File: src/rtl/dlx_decode_pipe_if.sv
// -----------------------------------------------------------------------------
// dlx_decode_pipe_if
// Bundle between fetch, the DLX decode stage and execute.
//   flush                      : discard decode stage contents
//   in_valid / in_ready        : fetch -> decoder handshake
//   in_instr, in_pc            : instruction word and its address
//   out_valid / out_ready      : decoder -> execute handshake
//   out_pc .. out_illegal      : registered decoded control word
// Modports:
//   master : environment side (drives fetch/execute controls)
//   slave  : decoder side
// -----------------------------------------------------------------------------
interface dlx_decode_pipe_if #(
  parameter int XLEN = 32,
  parameter int NREG = 32
);
  localparam int RW = $clog2(NREG);

  logic            flush;
  logic            in_valid;
  logic            in_ready;
  logic [31:0]     in_instr;
  logic [XLEN-1:0] in_pc;

  logic            out_valid;
  logic            out_ready;
  logic [XLEN-1:0] out_pc;
  logic [3:0]      out_alu_op;
  logic [RW-1:0]   out_rs1;
  logic [RW-1:0]   out_rs2;
  logic [RW-1:0]   out_rd;
  logic [XLEN-1:0] out_imm;
  logic            out_use_imm;
  logic            out_load;
  logic            out_store;
  logic [1:0]      out_pc_cmd;
  logic [1:0]      out_pc_val;
  logic            out_illegal;

  modport master (
    output flush, in_valid, in_instr, in_pc, out_ready,
    input  in_ready, out_valid, out_pc, out_alu_op, out_rs1, out_rs2, out_rd,
           out_imm, out_use_imm, out_load, out_store, out_pc_cmd, out_pc_val,
           out_illegal
  );

  modport slave (
    input  flush, in_valid, in_instr, in_pc, out_ready,
    output in_ready, out_valid, out_pc, out_alu_op, out_rs1, out_rs2, out_rd,
           out_imm, out_use_imm, out_load, out_store, out_pc_cmd, out_pc_val,
           out_illegal
  );
endinterface

File: src/rtl/dlx_decode_pipe.sv
// -----------------------------------------------------------------------------
// dlx_decode_pipe
// Pipelined DLX instruction decoder between fetch and execute. One instruction
// per cycle is accepted over a valid/ready handshake, decoded combinationally
// and registered toward execute (latency 1). Supports backpressure, flush and
// a one-cycle load-use interlock.
//
// Parameters:
//   XLEN : datapath width (>= 32); immediates and PC are XLEN wide
//   NREG : architectural register count; indices are $clog2(NREG) bits
// Ports:
//   clk     : clock
//   reset_n : synchronous, active-low reset
//   bus     : dlx_decode_pipe_if.slave (fetch handshake, flush, decoded word)
// Build option:
//   DLX_DECODE_TRAP_EN : when defined, unlisted opcode/funct encodings raise
//                        out_illegal; otherwise they decode as silent NOPs.
// -----------------------------------------------------------------------------
module dlx_decode_pipe #(
  parameter int XLEN = 32,
  parameter int NREG = 32
) (
  input logic              clk,
  input logic              reset_n,
  dlx_decode_pipe_if.slave bus
);
  localparam int RW = $clog2(NREG);

  typedef enum logic [3:0] {
    ALU_NOP  = 4'd0,  ALU_ADD  = 4'd1,  ALU_SUB  = 4'd2,  ALU_AND = 4'd3,
    ALU_OR   = 4'd4,  ALU_XOR  = 4'd5,  ALU_SLL  = 4'd6,  ALU_SRL = 4'd7,
    ALU_BEQZ = 4'd8,  ALU_BNEZ = 4'd9,  ALU_SEQ  = 4'd10, ALU_SLE = 4'd11,
    ALU_SLT  = 4'd12, ALU_SNE  = 4'd13, ALU_SRA  = 4'd14, ALU_JAL = 4'd15
  } alu_op_e;

  typedef struct packed {
    logic [XLEN-1:0] pc;
    alu_op_e         alu_op;
    logic [RW-1:0]   rs1;
    logic [RW-1:0]   rs2;
    logic [RW-1:0]   rd;
    logic [XLEN-1:0] imm;
    logic            use_imm;
    logic            load;
    logic            store;
    logic [1:0]      pc_cmd;
    logic [1:0]      pc_val;
    logic            illegal;
  } dec_word_t;

  localparam logic [5:0] OPC_RTYPE = 6'h00, OPC_BEQZ = 6'h04, OPC_BNEZ = 6'h05,
                         OPC_ADDI  = 6'h08, OPC_SUBI = 6'h0a, OPC_ANDI = 6'h0c,
                         OPC_ORI   = 6'h0d, OPC_XORI = 6'h0e, OPC_LHI  = 6'h0f,
                         OPC_J     = 6'h12, OPC_JAL  = 6'h13, OPC_SLLI = 6'h14,
                         OPC_SRLI  = 6'h16, OPC_SRAI = 6'h17, OPC_SEQI = 6'h18,
                         OPC_SNEI  = 6'h19, OPC_SLTI = 6'h1a, OPC_SLEI = 6'h1c,
                         OPC_LW    = 6'h23, OPC_SW   = 6'h2b;

  logic [5:0]    opcode;
  logic [10:0]   funct;
  logic [15:0]   imm16;
  dec_word_t     dec;
  dec_word_t     out_q;
  logic          legal;
  logic          sext;
  logic          rs2_use;
  logic          hazard;
  logic          in_ready;
  logic          accept;
  logic          out_valid_q;
  logic          ld_v_q;
  logic [RW-1:0] ld_rd_q;

  assign opcode = bus.in_instr[31:26];
  assign funct  = bus.in_instr[10:0];
  assign imm16  = bus.in_instr[15:0];

  // ---------------------------------------------------------------------------
  // Combinational decode of the instruction presented by fetch.
  // ---------------------------------------------------------------------------
  always_comb begin
    // NOTE: every signal written here gets a default first, so no path through
    // the case statements can leave one unassigned and infer a latch.
    dec     = '0;
    legal   = 1'b1;
    sext    = 1'b0;
    dec.pc  = bus.in_pc;
    dec.rs1 = RW'(bus.in_instr[25:21]);
    dec.rs2 = RW'(bus.in_instr[20:16]);

    if (opcode == OPC_RTYPE) begin
      dec.rd = RW'(bus.in_instr[15:11]);
      unique case (funct)
        11'h020: dec.alu_op = ALU_ADD;
        11'h022: dec.alu_op = ALU_SUB;
        11'h024: dec.alu_op = ALU_AND;
        11'h025: dec.alu_op = ALU_OR;
        11'h026: dec.alu_op = ALU_XOR;
        11'h004: dec.alu_op = ALU_SLL;
        11'h006: dec.alu_op = ALU_SRL;
        11'h007: dec.alu_op = ALU_SRA;
        11'h028: dec.alu_op = ALU_SEQ;
        11'h029: dec.alu_op = ALU_SNE;
        11'h02a: dec.alu_op = ALU_SLT;
        11'h02c: dec.alu_op = ALU_SLE;
        default: legal = 1'b0;
      endcase
    end else begin
      dec.use_imm = 1'b1;
      dec.rd      = RW'(bus.in_instr[20:16]);
      unique case (opcode)
        OPC_ADDI: begin dec.alu_op = ALU_ADD; sext = 1'b1; end
        OPC_SUBI: begin dec.alu_op = ALU_SUB; sext = 1'b1; end
        OPC_SEQI: begin dec.alu_op = ALU_SEQ; sext = 1'b1; end
        OPC_SNEI: begin dec.alu_op = ALU_SNE; sext = 1'b1; end
        OPC_SLTI: begin dec.alu_op = ALU_SLT; sext = 1'b1; end
        OPC_SLEI: begin dec.alu_op = ALU_SLE; sext = 1'b1; end
        OPC_LW: begin
          dec.alu_op = ALU_ADD;
          sext       = 1'b1;
          dec.load   = 1'b1;
        end
        OPC_SW: begin
          dec.alu_op = ALU_ADD;
          sext       = 1'b1;
          dec.store  = 1'b1;
          dec.rd     = '0;
        end
        OPC_BEQZ, OPC_BNEZ: begin
          dec.alu_op = (opcode == OPC_BEQZ) ? ALU_BEQZ : ALU_BNEZ;
          sext       = 1'b1;
          dec.pc_cmd = 2'b10;
          dec.rd     = '0;
        end
        OPC_ANDI: dec.alu_op = ALU_AND;
        OPC_ORI:  dec.alu_op = ALU_OR;
        OPC_XORI: dec.alu_op = ALU_XOR;
        OPC_SLLI: dec.alu_op = ALU_SLL;
        OPC_SRLI: dec.alu_op = ALU_SRL;
        OPC_SRAI: dec.alu_op = ALU_SRA;
        OPC_LHI:  dec.alu_op = ALU_NOP;
        OPC_J: begin
          dec.pc_cmd = 2'b11;
          dec.pc_val = 2'b11;
          dec.rd     = '0;
        end
        OPC_JAL: begin
          dec.alu_op = ALU_JAL;
          dec.pc_cmd = 2'b11;
          dec.pc_val = 2'b11;
          dec.rd     = RW'(NREG - 1);  // link register
        end
        default: legal = 1'b0;
      endcase
      dec.imm = sext ? {{(XLEN-16){imm16[15]}}, imm16} : {{(XLEN-16){1'b0}}, imm16};
    end

    // Undecodable encodings travel on as a NOP that writes nothing.
    if (!legal) begin
      dec.alu_op  = ALU_NOP;
      dec.rd      = '0;
      dec.imm     = '0;
      dec.use_imm = 1'b0;
    end

`ifdef DLX_DECODE_TRAP_EN
    dec.illegal = !legal;
`else
    dec.illegal = 1'b0;
`endif
  end

  // ---------------------------------------------------------------------------
  // Load-use interlock: the instruction presented right after a load left for
  // execute waits one cycle if it reads the load's destination.
  // ---------------------------------------------------------------------------
  assign rs2_use = (opcode == OPC_RTYPE) || (opcode == OPC_SW) ||
                   (opcode == OPC_BEQZ)  || (opcode == OPC_BNEZ);
  assign hazard  = bus.in_valid && ld_v_q &&
                   ((dec.rs1 == ld_rd_q) || (rs2_use && (dec.rs2 == ld_rd_q)));

  // Holding reset keeps fetch stalled; flush wins over any accept.
  assign in_ready = reset_n && (!out_valid_q || bus.out_ready) && !hazard && !bus.flush;
  assign accept   = bus.in_valid && in_ready;

  // ---------------------------------------------------------------------------
  // Output register toward execute.
  // ---------------------------------------------------------------------------
  always_ff @(posedge clk) begin
    // NOTE: sequential state uses non-blocking assignments so every register
    // samples pre-edge values regardless of statement order.
    if (!reset_n) begin
      out_q       <= '0;
      out_valid_q <= 1'b0;
      ld_v_q      <= 1'b0;
      ld_rd_q     <= '0;
    end else begin
      // Pulses for exactly the cycle after a destination-writing load leaves.
      ld_v_q  <= !bus.flush && out_valid_q && bus.out_ready && out_q.load && (out_q.rd != '0);
      ld_rd_q <= out_q.rd;

      if (bus.flush)          out_valid_q <= 1'b0;
      else if (accept)        out_valid_q <= 1'b1;
      else if (bus.out_ready) out_valid_q <= 1'b0;

      if (accept) out_q <= dec;
    end
  end

  assign bus.in_ready    = in_ready;
  assign bus.out_valid   = out_valid_q;
  assign bus.out_pc      = out_q.pc;
  assign bus.out_alu_op  = out_q.alu_op;
  assign bus.out_rs1     = out_q.rs1;
  assign bus.out_rs2     = out_q.rs2;
  assign bus.out_rd      = out_q.rd;
  assign bus.out_imm     = out_q.imm;
  assign bus.out_use_imm = out_q.use_imm;
  assign bus.out_load    = out_q.load;
  assign bus.out_store   = out_q.store;
  assign bus.out_pc_cmd  = out_q.pc_cmd;
  assign bus.out_pc_val  = out_q.pc_val;
  assign bus.out_illegal = out_q.illegal;
endmodule

File: src/flat_wrapper.sv
// flat-port wrapper written by rule: the top's interface ports become plain ports
module dlx_decode_pipe_flat 
#(
  parameter int XLEN = 32,
  parameter int NREG = 32
)
  (clk, reset_n, bus_flush, bus_in_valid, bus_in_instr, bus_in_pc, bus_out_ready, bus_in_ready, bus_out_valid, bus_out_pc, bus_out_alu_op, bus_out_rs1, bus_out_rs2, bus_out_rd, bus_out_imm, bus_out_use_imm, bus_out_load, bus_out_store, bus_out_pc_cmd, bus_out_pc_val, bus_out_illegal);
  dlx_decode_pipe_if #(.XLEN(XLEN), .NREG(NREG)) bus_i ();
  input logic clk;
  input logic reset_n;
  input wire logic [$bits(bus_i.flush)-1:0] bus_flush;
  input wire logic [$bits(bus_i.in_valid)-1:0] bus_in_valid;
  input wire logic [$bits(bus_i.in_instr)-1:0] bus_in_instr;
  input wire logic [$bits(bus_i.in_pc)-1:0] bus_in_pc;
  input wire logic [$bits(bus_i.out_ready)-1:0] bus_out_ready;
  output wire logic [$bits(bus_i.in_ready)-1:0] bus_in_ready;
  output wire logic [$bits(bus_i.out_valid)-1:0] bus_out_valid;
  output wire logic [$bits(bus_i.out_pc)-1:0] bus_out_pc;
  output wire logic [$bits(bus_i.out_alu_op)-1:0] bus_out_alu_op;
  output wire logic [$bits(bus_i.out_rs1)-1:0] bus_out_rs1;
  output wire logic [$bits(bus_i.out_rs2)-1:0] bus_out_rs2;
  output wire logic [$bits(bus_i.out_rd)-1:0] bus_out_rd;
  output wire logic [$bits(bus_i.out_imm)-1:0] bus_out_imm;
  output wire logic [$bits(bus_i.out_use_imm)-1:0] bus_out_use_imm;
  output wire logic [$bits(bus_i.out_load)-1:0] bus_out_load;
  output wire logic [$bits(bus_i.out_store)-1:0] bus_out_store;
  output wire logic [$bits(bus_i.out_pc_cmd)-1:0] bus_out_pc_cmd;
  output wire logic [$bits(bus_i.out_pc_val)-1:0] bus_out_pc_val;
  output wire logic [$bits(bus_i.out_illegal)-1:0] bus_out_illegal;
  assign bus_i.flush = bus_flush;
  assign bus_i.in_valid = bus_in_valid;
  assign bus_i.in_instr = bus_in_instr;
  assign bus_i.in_pc = bus_in_pc;
  assign bus_i.out_ready = bus_out_ready;
  assign bus_in_ready = bus_i.in_ready;
  assign bus_out_valid = bus_i.out_valid;
  assign bus_out_pc = bus_i.out_pc;
  assign bus_out_alu_op = bus_i.out_alu_op;
  assign bus_out_rs1 = bus_i.out_rs1;
  assign bus_out_rs2 = bus_i.out_rs2;
  assign bus_out_rd = bus_i.out_rd;
  assign bus_out_imm = bus_i.out_imm;
  assign bus_out_use_imm = bus_i.out_use_imm;
  assign bus_out_load = bus_i.out_load;
  assign bus_out_store = bus_i.out_store;
  assign bus_out_pc_cmd = bus_i.out_pc_cmd;
  assign bus_out_pc_val = bus_i.out_pc_val;
  assign bus_out_illegal = bus_i.out_illegal;
  dlx_decode_pipe #(.XLEN(XLEN), .NREG(NREG)) u_core (.clk(clk), .reset_n(reset_n), .bus(bus_i));
endmodule
File: config.mk
export PLATFORM = sky130hd
export DESIGN_NAME = dlx_decode_pipe_flat
export DESIGN_NICKNAME = d
export VERILOG_FILES = /design/src/rtl/dlx_decode_pipe_if.sv /design/src/rtl/dlx_decode_pipe.sv /design/src/flat_wrapper.sv
export SDC_FILE = /design/constraint.sdc
export NUM_CORES = 1
export LEC_CHECK = 0
export BUFFER_PORTS_ARGS = -buffer_cell sky130_fd_sc_hd__clkbuf_2
export CAP_MARGIN = 30
export CELL_PAD_IN_SITES_DETAIL_PLACEMENT = 0
export CELL_PAD_IN_SITES_GLOBAL_PLACEMENT = 1
export CORE_ASPECT_RATIO = 0.6
export CORE_MARGIN = 1.5
export CORE_UTILIZATION = 34
export DETAILED_ROUTE_END_ITERATION = 6
export PLACE_DENSITY = 0.82
export SYNTH_ARGS = -nofsm -noshare
export SYNTH_HDL_FRONTEND = slang
export SYNTH_SLANG_ARGS = --single-unit
File: constraint.sdc
create_clock -name clk -period 1.8 [get_ports clk]
set_input_delay 0.09 -clock clk [delete_from_list [all_inputs] [get_ports clk]]
set_output_delay 0.09 -clock clk [all_outputs]
set_load 0.01 [all_outputs]
==> metrics <==
H-tree depth=3; critical path endpoint category=primary output; Hold WC Path Type=input port to flip-flop; main combinational cell family by area after synthesis=simple AND/OR/NAND/NOR gates; IR drop worst, VDD=0.4143 mV; cells along the critical path=xnor2_2 > nand4_1 > o311a_1 > and2_1 > clkbuf_2; GRT Resource Usage Total=0.1973; Hold Fails Final Rpt=0; number of antenna violations at the first check in global routing=0; Layout Utilization=0.4857; DR WL/cell=approximately 15 um; Period Utilization, post-route=0.9285; Clock Tree Root=clkbuf_16; Synth Instances=492; achievable frequency=around 600 MHz; total die area=approximately 12,000 um2; dominant cell type by area after synthesis=dfxtp_1; number of synthesized register bits=81; ranking of synthesized cells by instance count=nand2_1, dfxtp_1, a21boi_1, nand3_1, buf_4; count of buffering cells on the critical path with inverters included=1; average size of a mapped cell=a little over 8 um2; Layout Nets=~730; vias after detailed routing=between 3,000 and 4,000; Die Y=86.85 um; critical path startpoint category=flip-flop; DRT Pass-1 Iters=4; FF-to-FF setup slack=about 0.13 ns; insertion delay of the later-clocked pin in the worst-skew pair=0.34 ns; Post-Place Cell Area=~4800 um2; CP max stage cell=dfxtp_1; post-CTS setup buffer count=0; fraction of synthesized cell area taken by the top area cell type=0.4070; adder-cell area share of the yosys netlist=0; critical path data arrival time=1.58 ns; Critical Setup Path Class=flip-flop to primary output; Max stage delay on crit path=approximately 0.4 ns; Synth warnings=0; share of cells above drive strength 1=0.3028; setup repair after global routing missed its margin=no; global-route wire length before repair=18,910 um; slew margin rel.=0.5549; Max-Cap Viols=0; Static Leakage=about 2.4 nW; Power, Total=between 0.004 and 0.005 W; clock period minus final worst setup slack=approximately 1.7 ns; most instantiated flip-flop cell in the synthesis netlist=dfxtp_1; number of antenna cells inserted=0; cell area after layout=5524 um2; synthesis-to-finish area growth=38.66%; Top Ports=around 160; library cell with the highest instance count after synthesis=nand2_1; number of different library cells in the post-synthesis netlist=53; post-detailed-route count of antenna-violating nets=0; Remaining Overflow, GRT=0; count of flip-flops with a built-in enable after synthesis=0; sequential cell area fraction in the yosys report=0.4070; Synth Area in XOR/XNOR=0.03298; area fraction in compound gates after synthesis=0.2224; Crit path required time=between 1.5 and 2 ns; Clock Path Buffers=2; Pins Over Slew Limit=0; run status=complete, no violations; count of input and output buffers=160; share of synthesized flip-flops with an asynchronous set or reset=0; pin count of the biggest net entering global routing=80; DRC viols=0; final RePlAce weighted congestion=a little under 0.9; final setup violation count=0; number of clock sinks seen by CTS=a little over 80; share of synthesized area spent on multiplexers=0.005339; DRT iter0 DRCs=between 200 and 250; Setup TNS=0 ns; Worst Tran Pin Value=0.6676 ns; cell family with most CP delay=flip-flops; Placeable Area=roughly 11,000 um2; via count normalized by instance count=between 4 and 5; synthesized net count=between 500 and 600; chip width=between 100 and 150 um; total power divided by cell area=between 800 and 900 nW/um2; instance count after placement with tap cells included=776; cell types occupying the most area after synthesis=dfxtp_1, a21boi_1, nand2_1, buf_4, nand3_1; highest net fanout along the worst path=3; number of global-route vias before repair=around 3,700; simple-gate area share of the yosys netlist=0.2368; initial cell density of the core=0.3503; layout filler cell count=1,125; Layout Cells excl Fill=827; Num CTS Buffers=9; wirelength, routed=12,100 um; summed instance area of the synthesized netlist=approximately 4000 um2; setup skew after layout=0.009196 ns; standard-cell row count=30; clock edge transition at the registers on the reported setup and hold paths=~0.060 ns; post-DP HPWL=approximately 8400 um; TritonCTS clock tree=yes
-- registers in the layout (all words and copies together), names as in the netlist, 2 cells and up --
| register | count |
|---|---|
| u_core.ld_rd_q | 5 |
| u_core.bus.out_imm | 17 |
| u_core.bus.out_rs1 | 5 |
| u_core.bus.out_rs2 | 5 |
| u_core.bus.out_pc_cmd | 2 |
| u_core.bus.out_pc | 32 |
| u_core.bus.out_rd | 5 |
| u_core.bus.out_alu_op | 4 |
-- area by class of cell --
| type | count | area, um2 | share of cell area |
|---|---|---|---|
| Sequential cell | 81 | 1622 | 0.2935 |
| Tap cell | 160 | 200.2 | 0.03624 |
| Clock inverter | 4 | 76.32 | 0.01382 |
| Clock buffer | 12 | 246.5 | 0.04462 |
| Inverter | 4 | 15.01 | 0.002718 |
| Timing Repair Buffer | 217 | 1361 | 0.2464 |
| Multi-Input combinational cell | 349 | 2003 | 0.3626 |
-- placed cells by master, fill, tap and decap left out, types with 2 or more instances in the layout --
cell / synthesis / layout
clkbuf_2: 0 / 160
nand2_1: 128 / 128
dfxtp_1: 81 / 81
a21boi_1: 73 / 73
dlygate4sd3_1: 0 / 35
nand3_1: 29 / 28
buf_4: 27 / 17
a21oi_1: 12 / 12
nor2_1: 11 / 11
xor2_1: 9 / 9
clkbuf_16: 0 / 9
and2_1: 7 / 7
o21ai_0: 7 / 7
nor3_1: 6 / 6
o2111ai_1: 6 / 6
xnor2_1: 6 / 5
nand2b_1: 5 / 5
nand4_1: 4 / 4
inv_1: 4 / 4
nor2b_1: 3 / 3
a31oi_1: 3 / 3
o211ai_1: 3 / 3
buf_12: 0 / 3
a22o_1: 2 / 2
nor4_1: 2 / 2
nor3b_1: 2 / 2
a211oi_1: 2 / 2
o32ai_1: 2 / 2
o31ai_1: 2 / 2
clkbuf_1: 13 / 2
bufinv_16: 0 / 2
buf_6: 4 / 2
-- routing by layer --
layer / wire length, um / GRT usage / vias up
li1: - / - / 2000
met1: 6045 / 0.2759 / 1840
met2: 5086 / 0.2913 / 128
met3: 814 / 0.06575 / 14
met4: 157 / 0.04967 / 0
met5: 0 / 0 / -
-- stage by stage --
stage / setup slack (ns) / hold WS (ns)
floorplan: 0.1779 / 0.2248
global placement: 0.04531 / 0.3128
detailed placement: -0.01510 / 0.3180
CTS: 0.04366 / 0.0008366
global route: 0.001105 / 0.02645
finish: 0.1288 / 0.005837
-- worst register-to-register path: cells and delay by family (launching register included) --
kind            cells  cell delay (ns)
compound gates      2             0.20
xor+xnor            1             0.14
buf+inv             1             0.18
flops               1             0.33
simple gates        3             0.72
-- kinds of logic (layout without fill, tap and decap cells) --
group / count (synthesis) / in the layout
XOR/XNOR: 15 / 15
AO/OA/AOI/OAI: 122 / 122
flip-flops: 81 / 81
buffers and inverters: 62 / 237
AND/OR/NAND/NOR: 209 / 209
multiplexers: 2 / 2
other: 1 / 1
-- path summary, 6_finish.rpt --
check        cells past startpoint                       end                 start
min reg2reg                      2      u_core.bus.out_pc[9]  u_core.bus.out_pc[9]
max                              5              bus_in_ready     u_core.ld_rd_q[2]
min                              3    u_core.bus.out_imm[10]      bus_in_instr[10]
max reg2reg                      7  u_core.bus.out_alu_op[3]     u_core.ld_rd_q[3]
-- power by group --
group	switching (W)	internal [W]	total [W]
clock	0.000737	0.00126	0.00199
combinational	0.000306	0.000278	0.000584
sequential	0.0000236	0.00183	0.00186
total	0.00107	0.00337	0.00444
-- timing repair --
item	in CTS	in global routing
setup endpoints to repair	27	57
hold endpoints to repair	35	0
gates resized for setup	1	3
hold buffers	35	0
pin swaps	0	2
No activity file was read; power rests on OpenSTA's default activity.
